<file path="src/rtl/kbd_pkg.sv">
// -----------------------------------------------------------------------------
// kbd_pkg
// Shared constants for the PS/2 keyboard front end:
//   - set-2 scan codes (prefixes, arrows, WASD letters)
//   - ps2_rx receiver state encodings
//   - held-key index constants and scan-code lookup helpers
// No ports (package).
// -----------------------------------------------------------------------------
package kbd_pkg;

    // Set-2 prefixes
    localparam logic [7:0] SC_EXT   = 8'hE0;
    localparam logic [7:0] SC_BRK   = 8'hF0;

    // Extended arrow codes (valid only after E0)
    localparam logic [7:0] SC_RIGHT = 8'h74;
    localparam logic [7:0] SC_LEFT  = 8'h6B;
    localparam logic [7:0] SC_UP    = 8'h75;
    localparam logic [7:0] SC_DOWN  = 8'h72;

    // Non-extended letter codes
    localparam logic [7:0] SC_W     = 8'h1D;
    localparam logic [7:0] SC_S     = 8'h1B;
    localparam logic [7:0] SC_A     = 8'h1C;
    localparam logic [7:0] SC_D     = 8'h23;

    // Receiver framing states
    typedef enum logic [1:0] {
        RX_IDLE   = 2'd0,
        RX_DATA   = 2'd1,
        RX_PARITY = 2'd2,
        RX_STOP   = 2'd3
    } rx_state_t;

    // Held-key indices
    localparam int NUM_KEYS  = 4;
    localparam int KEY_RIGHT = 0;
    localparam int KEY_LEFT  = 1;
    localparam int KEY_FWD   = 2;
    localparam int KEY_BACK  = 3;

    typedef struct packed {
        logic       hit;
        logic [1:0] idx;
    } key_hit_t;

    // Map an extended arrow code onto its held-key index.
    function automatic key_hit_t arrow_lookup(input logic [7:0] code);
        key_hit_t r;
        r.hit = 1'b1;
        r.idx = 2'd0;
        case (code)
            SC_RIGHT: r.idx = 2'(KEY_RIGHT);
            SC_LEFT:  r.idx = 2'(KEY_LEFT);
            SC_UP:    r.idx = 2'(KEY_FWD);
            SC_DOWN:  r.idx = 2'(KEY_BACK);
            default:  r.hit = 1'b0;
        endcase
        return r;
    endfunction

    // Map a non-extended WASD code onto its held-key index.
    function automatic key_hit_t wasd_lookup(input logic [7:0] code);
        key_hit_t r;
        r.hit = 1'b1;
        r.idx = 2'd0;
        case (code)
            SC_D:    r.idx = 2'(KEY_RIGHT);
            SC_A:    r.idx = 2'(KEY_LEFT);
            SC_W:    r.idx = 2'(KEY_FWD);
            SC_S:    r.idx = 2'(KEY_BACK);
            default: r.hit = 1'b0;
        endcase
        return r;
    endfunction

endpackage

</file>
<file path="src/rtl/keyboard_controls_if.sv">
// -----------------------------------------------------------------------------
// keyboard_controls_if
// Bundles the PS/2 pad lines and the keyboard front-end outputs.
//   ps2_clk, ps2_dat       raw PS/2 lines (driven by the pad / master)
//   turn_right/turn_left   held arrow levels
//   move_forward/backward  held arrow levels
//   byte_valid             one-cycle pulse per good frame
//   byte_data[7:0]         last good byte
//   frame_err              one-cycle pulse per bad/timed-out frame
// Modports: slave = keyboard_controls side, master = pad/stimulus side.
// -----------------------------------------------------------------------------
interface keyboard_controls_if;
    logic       ps2_clk;
    logic       ps2_dat;
    logic       turn_right;
    logic       turn_left;
    logic       move_forward;
    logic       move_backward;
    logic       byte_valid;
    logic [7:0] byte_data;
    logic       frame_err;

    modport slave (
        input  ps2_clk, ps2_dat,
        output turn_right, turn_left, move_forward, move_backward,
        output byte_valid, byte_data, frame_err
    );

    modport master (
        output ps2_clk, ps2_dat,
        input  turn_right, turn_left, move_forward, move_backward,
        input  byte_valid, byte_data, frame_err
    );
endinterface

</file>
<file path="src/rtl/keyboard_controls_ps2_rx.sv">
// -----------------------------------------------------------------------------
// ps2_rx
// PS/2 device-to-host frame receiver.
//   clock          system clock
//   reset          asynchronous, active-low
//   ps2_clk/dat    raw pad lines (asynchronous)
//   byte_valid     one-cycle pulse: good frame (odd parity, stop==1)
//   byte_data[7:0] last good byte, held until the next byte_valid
//   frame_err      one-cycle pulse: parity/stop failure or mid-frame timeout
// Parameters: SYNC_STAGES (>=2) synchroniser depth, TIMEOUT_CYCLES idle clocks
// mid-frame before the partial frame is dropped.
// -----------------------------------------------------------------------------
module ps2_rx
    import kbd_pkg::*;
#(
    parameter int SYNC_STAGES    = 2,
    parameter int TIMEOUT_CYCLES = 50000
) (
    input  logic       clock,
    input  logic       reset,
    input  logic       ps2_clk,
    input  logic       ps2_dat,
    output logic       byte_valid,
    output logic [7:0] byte_data,
    output logic       frame_err
);

    localparam int TW = $clog2(TIMEOUT_CYCLES + 1);

    logic [SYNC_STAGES-1:0] clk_sync_reg;
    logic [SYNC_STAGES-1:0] dat_sync_reg;
    logic                   clk_prev_reg;
    logic                   clk_s;
    logic                   dat_s;
    logic                   fall;

    rx_state_t              state_reg;
    rx_state_t              state_next;
    logic [7:0]             shift_reg;
    logic [2:0]             bitcnt_reg;
    logic                   parity_reg;
    logic [TW-1:0]          to_cnt_reg;
    logic                   timeout_hit;
    logic                   frame_good;

    logic                   byte_valid_reg;
    logic                   byte_valid_next;
    logic                   frame_err_reg;
    logic                   frame_err_next;
    logic [7:0]             byte_data_reg;

    // Synchroniser chains: stage 0 samples the pad, each later stage the previous.
    for (genvar gi = 0; gi < SYNC_STAGES; gi++) begin : g_sync
        always_ff @(posedge clock or negedge reset) begin
            if (!reset) begin
                clk_sync_reg[gi] <= 1'b0;
                dat_sync_reg[gi] <= 1'b0;
            end else if (gi == 0) begin
                clk_sync_reg[gi] <= ps2_clk;
                dat_sync_reg[gi] <= ps2_dat;
            end else begin
                clk_sync_reg[gi] <= clk_sync_reg[(gi == 0) ? 0 : gi-1];
                dat_sync_reg[gi] <= dat_sync_reg[(gi == 0) ? 0 : gi-1];
            end
        end
    end

    assign clk_s = clk_sync_reg[SYNC_STAGES-1];
    assign dat_s = dat_sync_reg[SYNC_STAGES-1];
    assign fall  = clk_prev_reg & ~clk_s;

    // Timeout only fires between falling edges while a frame is in progress.
    assign timeout_hit = (state_reg != RX_IDLE) && !fall &&
                         (to_cnt_reg == TW'(TIMEOUT_CYCLES - 1));

    // Odd parity across data + parity bit, and a high stop bit.
    assign frame_good = dat_s & (^{parity_reg, shift_reg});

    // State register
    always_ff @(posedge clock or negedge reset) begin
        if (!reset) state_reg <= RX_IDLE;
        else        state_reg <= state_next;
    end

    // Next-state logic
    always_comb begin
        state_next = state_reg;
        if (timeout_hit) begin
            state_next = RX_IDLE;
        end else if (fall) begin
            case (state_reg)
                RX_IDLE:   if (!dat_s) state_next = RX_DATA;
                RX_DATA:   if (bitcnt_reg == 3'd7) state_next = RX_PARITY;
                RX_PARITY: state_next = RX_STOP;
                RX_STOP:   state_next = RX_IDLE;
                default:   state_next = RX_IDLE;
            endcase
        end
    end

    // Output logic (registered below)
    always_comb begin
        byte_valid_next = 1'b0;
        frame_err_next  = timeout_hit;
        if (fall && state_reg == RX_STOP) begin
            byte_valid_next = frame_good;
            frame_err_next  = ~frame_good;
        end
    end

    // Datapath: edge history, shifter, bit counter, parity, timeout, outputs
    always_ff @(posedge clock or negedge reset) begin
        if (!reset) begin
            clk_prev_reg   <= 1'b0;
            shift_reg      <= '0;
            bitcnt_reg     <= '0;
            parity_reg     <= 1'b0;
            to_cnt_reg     <= '0;
            byte_valid_reg <= 1'b0;
            frame_err_reg  <= 1'b0;
            byte_data_reg  <= '0;
        end else begin
            clk_prev_reg <= clk_s;

            if (fall) begin
                case (state_reg)
                    RX_IDLE:   bitcnt_reg <= '0;
                    RX_DATA: begin
                        shift_reg  <= {dat_s, shift_reg[7:1]};
                        bitcnt_reg <= bitcnt_reg + 3'd1;
                    end
                    RX_PARITY: parity_reg <= dat_s;
                    default:   ;
                endcase
            end

            if (fall || state_reg == RX_IDLE) to_cnt_reg <= '0;
            else                               to_cnt_reg <= to_cnt_reg + TW'(1);

            byte_valid_reg <= byte_valid_next;
            frame_err_reg  <= frame_err_next;
            if (byte_valid_next) byte_data_reg <= shift_reg;
        end
    end

    assign byte_valid = byte_valid_reg;
    assign frame_err  = frame_err_reg;
    assign byte_data  = byte_data_reg;

endmodule

</file>
<file path="src/rtl/keyboard_controls.sv">
// -----------------------------------------------------------------------------
// keyboard_controls
// PS/2 keyboard front end for the player movement stage. Decodes set-2
// make/break codes into held-key levels for player_updater.
//   clock   system clock
//   reset   asynchronous, active-low
//   bus     keyboard_controls_if.slave: ps2_clk/ps2_dat in; turn_right,
//           turn_left, move_forward, move_backward, byte_valid, byte_data,
//           frame_err out
// Optional feature macro: KBD_WASD_EN -- non-extended W/A/S/D keys hold their
// own bits, OR-ed onto the arrow levels.
// Opposite keys may both read 1; one-hot arbitration happens downstream.
// -----------------------------------------------------------------------------
module keyboard_controls
    import kbd_pkg::*;
#(
    parameter int SYNC_STAGES    = 2,
    parameter int TIMEOUT_CYCLES = 50000
) (
    input  logic                 clock,
    input  logic                 reset,
    keyboard_controls_if.slave   bus
);

    logic       rx_valid;
    logic [7:0] rx_data;
    logic       rx_err;

    logic       ext_reg;
    logic       brk_reg;
    logic       is_prefix;
    key_hit_t   arrow_k;
    logic       arrow_reg [NUM_KEYS];
    logic [NUM_KEYS-1:0] key_level;

    ps2_rx #(
        .SYNC_STAGES    (SYNC_STAGES),
        .TIMEOUT_CYCLES (TIMEOUT_CYCLES)
    ) u_rx (
        .clock      (clock),
        .reset      (reset),
        .ps2_clk    (bus.ps2_clk),
        .ps2_dat    (bus.ps2_dat),
        .byte_valid (rx_valid),
        .byte_data  (rx_data),
        .frame_err  (rx_err)
    );

    assign is_prefix = (rx_data == SC_EXT) || (rx_data == SC_BRK);
    assign arrow_k   = arrow_lookup(rx_data);

    // Prefix flags: any non-prefix byte consumes them; a bad frame drops them
    // so a lost break byte cannot turn the next code into a break.
    always_ff @(posedge clock or negedge reset) begin
        if (!reset) begin
            ext_reg <= 1'b0;
            brk_reg <= 1'b0;
        end else if (rx_err) begin
            ext_reg <= 1'b0;
            brk_reg <= 1'b0;
        end else if (rx_valid) begin
            if (rx_data == SC_EXT) begin
                ext_reg <= 1'b1;
            end else if (rx_data == SC_BRK) begin
                brk_reg <= 1'b1;
            end else begin
                ext_reg <= 1'b0;
                brk_reg <= 1'b0;
            end
        end
    end

    // Arrow held bits: make sets, break clears; repeats are idempotent.
    for (genvar gi = 0; gi < NUM_KEYS; gi++) begin : g_arrow
        always_ff @(posedge clock or negedge reset) begin
            if (!reset) begin
                arrow_reg[gi] <= 1'b0;
            end else if (rx_valid && !is_prefix && ext_reg &&
                         arrow_k.hit && arrow_k.idx == 2'(gi)) begin
                arrow_reg[gi] <= ~brk_reg;
            end
        end
    end

`ifdef KBD_WASD_EN
    key_hit_t wasd_k;
    logic     letter_reg [NUM_KEYS];

    assign wasd_k = wasd_lookup(rx_data);

    // Letter bits are tracked separately so releasing one source never
    // clears a key still held through the other.
    for (genvar gi = 0; gi < NUM_KEYS; gi++) begin : g_letter
        always_ff @(posedge clock or negedge reset) begin
            if (!reset) begin
                letter_reg[gi] <= 1'b0;
            end else if (rx_valid && !is_prefix && !ext_reg &&
                         wasd_k.hit && wasd_k.idx == 2'(gi)) begin
                letter_reg[gi] <= ~brk_reg;
            end
        end
        assign key_level[gi] = arrow_reg[gi] | letter_reg[gi];
    end
`else
    for (genvar gi = 0; gi < NUM_KEYS; gi++) begin : g_level
        assign key_level[gi] = arrow_reg[gi];
    end
`endif

    assign bus.turn_right    = key_level[KEY_RIGHT];
    assign bus.turn_left     = key_level[KEY_LEFT];
    assign bus.move_forward  = key_level[KEY_FWD];
    assign bus.move_backward = key_level[KEY_BACK];
    assign bus.byte_valid    = rx_valid;
    assign bus.byte_data     = rx_data;
    assign bus.frame_err     = rx_err;

endmodule

</file>
<file path="src/flat_wrapper.sv">
// flat-port wrapper written by rule: the top's interface ports become plain ports
module keyboard_controls_flat import kbd_pkg::*;
#(
    parameter int SYNC_STAGES    = 2,
    parameter int TIMEOUT_CYCLES = 50000
)
  (clock, reset, bus_ps2_clk, bus_ps2_dat, bus_turn_right, bus_turn_left, bus_move_forward, bus_move_backward, bus_byte_valid, bus_byte_data, bus_frame_err);
  keyboard_controls_if bus_i ();
  input  logic clock;
  input  logic reset;
  input wire logic [$bits(bus_i.ps2_clk)-1:0] bus_ps2_clk;
  input wire logic [$bits(bus_i.ps2_dat)-1:0] bus_ps2_dat;
  output wire logic [$bits(bus_i.turn_right)-1:0] bus_turn_right;
  output wire logic [$bits(bus_i.turn_left)-1:0] bus_turn_left;
  output wire logic [$bits(bus_i.move_forward)-1:0] bus_move_forward;
  output wire logic [$bits(bus_i.move_backward)-1:0] bus_move_backward;
  output wire logic [$bits(bus_i.byte_valid)-1:0] bus_byte_valid;
  output wire logic [$bits(bus_i.byte_data)-1:0] bus_byte_data;
  output wire logic [$bits(bus_i.frame_err)-1:0] bus_frame_err;
  assign bus_i.ps2_clk = bus_ps2_clk;
  assign bus_i.ps2_dat = bus_ps2_dat;
  assign bus_turn_right = bus_i.turn_right;
  assign bus_turn_left = bus_i.turn_left;
  assign bus_move_forward = bus_i.move_forward;
  assign bus_move_backward = bus_i.move_backward;
  assign bus_byte_valid = bus_i.byte_valid;
  assign bus_byte_data = bus_i.byte_data;
  assign bus_frame_err = bus_i.frame_err;
  keyboard_controls #(.SYNC_STAGES(SYNC_STAGES), .TIMEOUT_CYCLES(TIMEOUT_CYCLES)) u_core (.clock(clock), .reset(reset), .bus(bus_i));
endmodule
</file>
<file path="config.mk">
export PLATFORM = sky130hd
export DESIGN_NAME = keyboard_controls_flat
export DESIGN_NICKNAME = d
export VERILOG_FILES = /design/src/rtl/kbd_pkg.sv /design/src/rtl/keyboard_controls_if.sv /design/src/rtl/keyboard_controls_ps2_rx.sv /design/src/rtl/keyboard_controls.sv /design/src/flat_wrapper.sv
export SDC_FILE = /design/constraint.sdc
export NUM_CORES = 1
export LEC_CHECK = 0
export ABC_AREA = 1
export ABC_CLOCK_PERIOD_IN_PS = 4100
export BUFFER_PORTS_ARGS = -buffer_cell sky130_fd_sc_hd__buf_4
export CORE_MARGIN = 5
export CORE_UTILIZATION = 57
export DETAILED_ROUTE_END_ITERATION = 10
export GPL_TIMING_DRIVEN = 0
export PLACE_DENSITY = 0.76
export SYNTH_ARGS = -nofsm -noshare
export SYNTH_HDL_FRONTEND = slang
export SYNTH_HIERARCHICAL = 1
export SYNTH_SLANG_ARGS = --single-unit
</file>
<file path="constraint.sdc">
create_clock -name clock -period 4.1 [get_ports clock]
set_input_delay 0.41 -clock clock [delete_from_list [all_inputs] [get_ports clock]]
set_output_delay 0.41 -clock clock [all_outputs]
set_load 0.005 [all_outputs]
</file>
; ---- Word-level counts from Yosys, hierarchy flattened
; Index checks and enable logic that the tools add are counted.
; W data, S select, Z words.
[totals]
in_bits = 4
wordCells = 91
out_inout_bits = 14
reg_bits = 51
[op_classes]
n_reduce_logical = 28
mux = 19
n_eq_ne = 18
bitwise = 5
addsub = 2
[ops]
columns = cell, count
row1 = $eq A8 B7 Y1 const B, 4
row2 = $add A16 B1 Y16 const B, 1
row3 = $eq A16 B16 Y1 const B, 1
row4 = $eq A8 B8 Y1 const B, 2
row5 = $mux W16, 1
row6 = $mux W1, 11
row7 = $logic_and A1 B1 Y1, 10
row8 = $reduce_and A2 Y1, 5
row9 = $reduce_xor A9 Y1, 1
row10 = $eq A2 B2 Y1 const B, 4
row11 = $mux W2, 4
row12 = $pmux W2 S4, 1
row13 = $reduce_bool A2 Y1, 4
row14 = $ne A3 B3 Y1 const B, 2
row15 = $pmux W2 S3, 1
row16 = $pmux W3 S2, 1
row17 = $eq A2 B1 Y1 const B, 2
row18 = $logic_not A2 Y1, 2
row19 = $reduce_or A4 Y1, 1
row20 = $add A3 B1 Y3 const B, 1
row21 = $eq A3 B3 Y1 const B, 1
row22 = $ne A3 B2 Y1 const B, 1
row23 = $not A1 Y1, 3
row24 = $reduce_and A3 Y1, 1
row25 = other kinds (4), 7

; ---- Depth between registers and ports, before layout
[logic_depth]
word_depth = 7
depth_mapped = 11
mapped_depth_nobuf = 11

; ---- Modules after synthesis
; Netlist, hierarchy kept.
[modules_own_cells]
columns = mod, area_per_inst_um2, cells_each, seq_area_each_um2, n_inst
row1 = ps2_rx, 2189.6, 248, 1126.1, 1
row2 = keyboard_controls, 501.7, 76, 150.1, 1

; ---- Worst setup path before layout
; No wires, ideal clock.
[synth_path]
kind = flip-flop to flip-flop
startpoint = register u_core.u_rx.to_cnt_reg[0]
endpoint = register u_core.u_rx.to_cnt_reg[12]
path_buffers = 0
t_required_ns = 3.977
slack_ns = 2.683
synth_period_minus_slack_ns = 1.417
arrival_time_ns = 1.293
stages_incl_launch_ff = 9
setup_time_ns = 0.123
path_cell_list = dfrtp_1 ha_1 nand3_1 nor2_1 nand2_1 nor3_2 nand2_1 o21ai_0 a21oi_1
[synth_between]
elab_chain_len = 2
[synth_rtl]
columns = element, line
row1 = start: declaration, keyboard_controls_ps2_rx.sv:42  ; logic [TW-1:0] to_cnt_reg;
row2 = start signal: assignment, keyboard_controls_ps2_rx.sv:138  ; else to_cnt_reg <= to_cnt_reg + TW'(1);
row3 = $add A16 B1 Y16, keyboard_controls_ps2_rx.sv:138
row4 = $mux W16, keyboard_controls_ps2_rx.sv:137  ; if (fall || state_reg == RX_IDLE) to_cnt_reg <= '0;
; No other way between the ends.
; A chain may end at the register's enable or synchronous reset.

; ---- Worst setup path after layout
; Same ends and word-level chain as after synthesis.

==> flow_metrics.py <==
metrics = {
    "routing": {
        "drt-initial-drc-count": 73,
        "remaining_drc_errors": 0,
        "antenna_left": 0,
        "drt-wirelength-per-cell_um": 12.0,
        "routed_wl_um": 4850,
        "dr.pass1.iters": 4,
        "viasPerCell": 5.21,
        "vias": 2100,
    },
    "finish": {
        "num_antenna_cells": 0,
        "nets": 359,
        "largest_reg_flops": 16,
        "final_cell_area_um2": 2990,
        "drive_above_1_share_pct": 16.3,
        "syn_to_final_growth_pct": 11.1,
    },
    "run": {
        "maxCapViolCount": 0,
    },
    "power_and_ir_drop": {
        "leakagePower_nw": 1.50,
        "ir_drop_uv": 281,
        "p_per_area_nw_per_um2": 515,
    },
    "hold_path": {
        "hp-class": "in -> async",
    },
    "timing": {
        "final_hold_viol_count": 0,
        "period_share_pct": 40.8,
        "rsz0062_at_grt": "false",
        "slew_violations": 0,
        "setup_tns_ns": 0,
        "finalClockSkew_ns": 0.00732,
        "slew_headroom_pct": 57.9,
        "fmax_mhz": 597,
        "fin_crit_ns": 1.67,
        "worst_pin_slew_ns": 0.632,
        "finalSetupViolCount": 0,
    },
    "placed_design": {
        "gp_congestion": 0.864,
        "placed_cell_area_um2": 2890,
        "hpwl_um": 3500,
        "io_buffer_count": 17,
    },
    "floorplan": {
        "initial_core_util_pct": 57.7,
        "dieArea_um2": 6200,
        "rows": 25,
        "io_pins": 18,
        "die_y_um": 78.7,
        "die_width_um": 78.7,
        "core_area_um2": 4660,
    },
    "logic_synthesis": {
        "syn-num-nets": 335,
        "syn_avg_cell_area_um2": 8.31,
        "ys_top_cells_by_area": "dfrtp_1, nand2_1, inv_1, o21ai_0, nor2_1",
        "yosys.area.top_type_share_pct": 47.4,
        "synth_area_um2": 2690,
        "syn_inst": 324,
        "yosys_warnings": 6,
        "synth.distinct_cells": 33,
        "synth-seq-cells": 51,
        "synth.largest_area_cell": "dfrtp_1",
        "ys_seq_area_share_pct": 47.4,
    },
    "clock_tree": {
        "cts_tree": "done",
        "cts_setup_buffers": 0,
        "numCtsBuffers": 5,
        "clock_path_buffers": 2,
        "path_clk_slew_ns": 0.09,
        "hold_buffers": 0,
        "clockRootBuffer": "clkbuf_8",
        "clock-sinks": 51,
        "htree_num_levels": 2,
        "ctsResizeCount": 0,
        "clkLatencyLatePin_ns": 0.31,
    },
    "critical_path": {
        "startpoint_type": "flop",
        "cp_slowest_stage_delay_ns": 0.40,
        "regToRegSetupSlack_ns": 2.43,
        "required_ns": 4.30,
        "critPathSlowestCell": "dfrtp_1",
        "crit_chain": "ha_1 -> nand3_1 -> nor2_1 -> nand2_1 -> nor3_2 -> nand2_1 -> o21ai_0 -> a21oi_1",
        "cp_max_fo": 4,
        "r2r-start": "u_core/u_rx/to_cnt_reg[0]",
        "worst_path_most_repeated_cell": "nand2_1",
        "cp.depth": 8,
        "crit_end": "u_core/u_rx/to_cnt_reg[12]",
        "cpLargestDelayFamily": "simple AND/OR/NAND/NOR gates",
        "critPathLaunch": "u_core/u_rx/to_cnt_reg[0]",
        "crit_buf_inv": 0,
        "reg2reg_depth": 8,
        "timing.rr.end": "u_core/u_rx/to_cnt_reg[12]",
        "path_class": "reg -> reg",
        "cp.arrival_ns": 1.87,
        "critPathCaptureType": "flop",
    },
    "global_routing": {
        "grt_pass1_vias": 2025,
        "grt_overflow": 0,
        "track_usage_pct": 18.5,
        "grt_pass1_wl_um": 9050,
        "grt_max_degree": 52,
        "antenna_found_initial": 0,
    },
    "outcome": {
        "status": "finished clean",
    },
}
[metrics by stage]
stage	util [%]	worst slack [ns]	hold WS (ns)	cells	total power, mW
2_1_floorplan	-	2.68	0.114	324	1.10
3_3_place_gp	61.9	2.44	0.333	395	1.21
3_5_place_dp	61.9	2.43	0.336	395	1.23
4_1_cts	64.2	2.42	0.126	403	1.56
5_1_grt	64.2	2.21	0.163	403	1.67
6_report	64.2	2.43	0.106	403	1.54
[per-layer routing]
layer	wire [um]	vias up	track usage, %
li1	-	1080	-
met1	2210	982	22.9
met2	2350	28	30.8
met3	189	10	4.31
met4	103	0	8.04
met5	0	-	0
[where the power goes]
part           internal [mW]  switching, mW
registers              0.586         0.0899
logic                  0.198          0.344
clock network          0.154          0.168
[cells by family (layout without fill, tap and decap cells)]
kind of cell / Yosys count / in the layout / share of synthesized area [%]
XOR/XNOR: 1 / 1 / 0.325
AND/OR/NAND/NOR: 174 / 174 / 33.1
adder cells (fa/ha/maj): 7 / 7 / 3.25
buffers and inverters: 48 / 73 / 6.69
AO/OA/AOI/OAI: 42 / 42 / 8.74
flip-flops: 51 / 51 / 47.4
multiplexers: 1 / 1 / 0.418
[cells in the mapped netlist]
cell type	count
a21oi_1	13
a21oi_2	1
a221oi_2	1
a31oi_1	1
and2_4	1
clkbuf_1	2
dfrtp_1	51
ha_1	7
inv_1	46
mux2_2	1
nand2_1	86
nand2_2	8
nand2_4	3
nand3_1	19
nand3_2	1
nand3_4	2
nand3b_1	1
nand4_1	5
nand4_2	1
nand4_4	1
nor2_1	28
nor2_2	3
nor2_4	2
nor2_8	3
nor3_1	7
nor3_2	1
nor4_1	1
o21a_1	1
o21ai_0	22
o21ai_1	1
o21ai_2	2
or2_2	1
xnor2_1	1
[layout make-up]
type / count / area [um2]
buffer: 2 / 7.51
clock buffer: 7 / 96.3
clock inverter: 1 / 7.51
fill: 416 / 1670
inverter: 46 / 173
multi-input combinational: 225 / 1230
sequential: 51 / 1280
tap: 54 / 67.6
timing repair buffer: 17 / 128
[worst min-delay path by stage]
stage / start / to / slack (ns)
2_1_floorplan: reset / u_core/brk_reg / 0.11
3_3_place_gp: u_core/u_rx/dat_sync_reg[0] / u_core/u_rx/dat_s / 0.33
3_5_place_dp: u_core/u_rx/dat_sync_reg[0] / u_core/u_rx/dat_s / 0.34
4_1_cts: reset / u_core/u_rx/shift_reg[5] / 0.13
5_1_grt: reset / u_core/u_rx/shift_reg[7] / 0.16
6_report: reset / u_core/u_rx/shift_reg[5] / 0.11
[layout by cell type, fill, tap and decap left out, types with 2 or more instances in the layout]
cell type,synthesis,layout
inv_1,46,46
nand2_1,86,86
clkbuf_1,2,2
nor2_8,3,3
nor2_4,2,2
nor2_2,3,3
ha_1,7,7
buf_4,0,17
nor3_1,7,7
nand3_1,19,19
nor2_1,28,28
nand2_2,8,8
nand4_1,5,5
a21oi_1,13,13
dfrtp_1,51,51
o21ai_0,22,22
nand2_4,3,3
o21ai_2,2,2
clkbuf_8,0,7
nand3_4,2,2
Note: power is estimated with default switching activity, not from simulation.
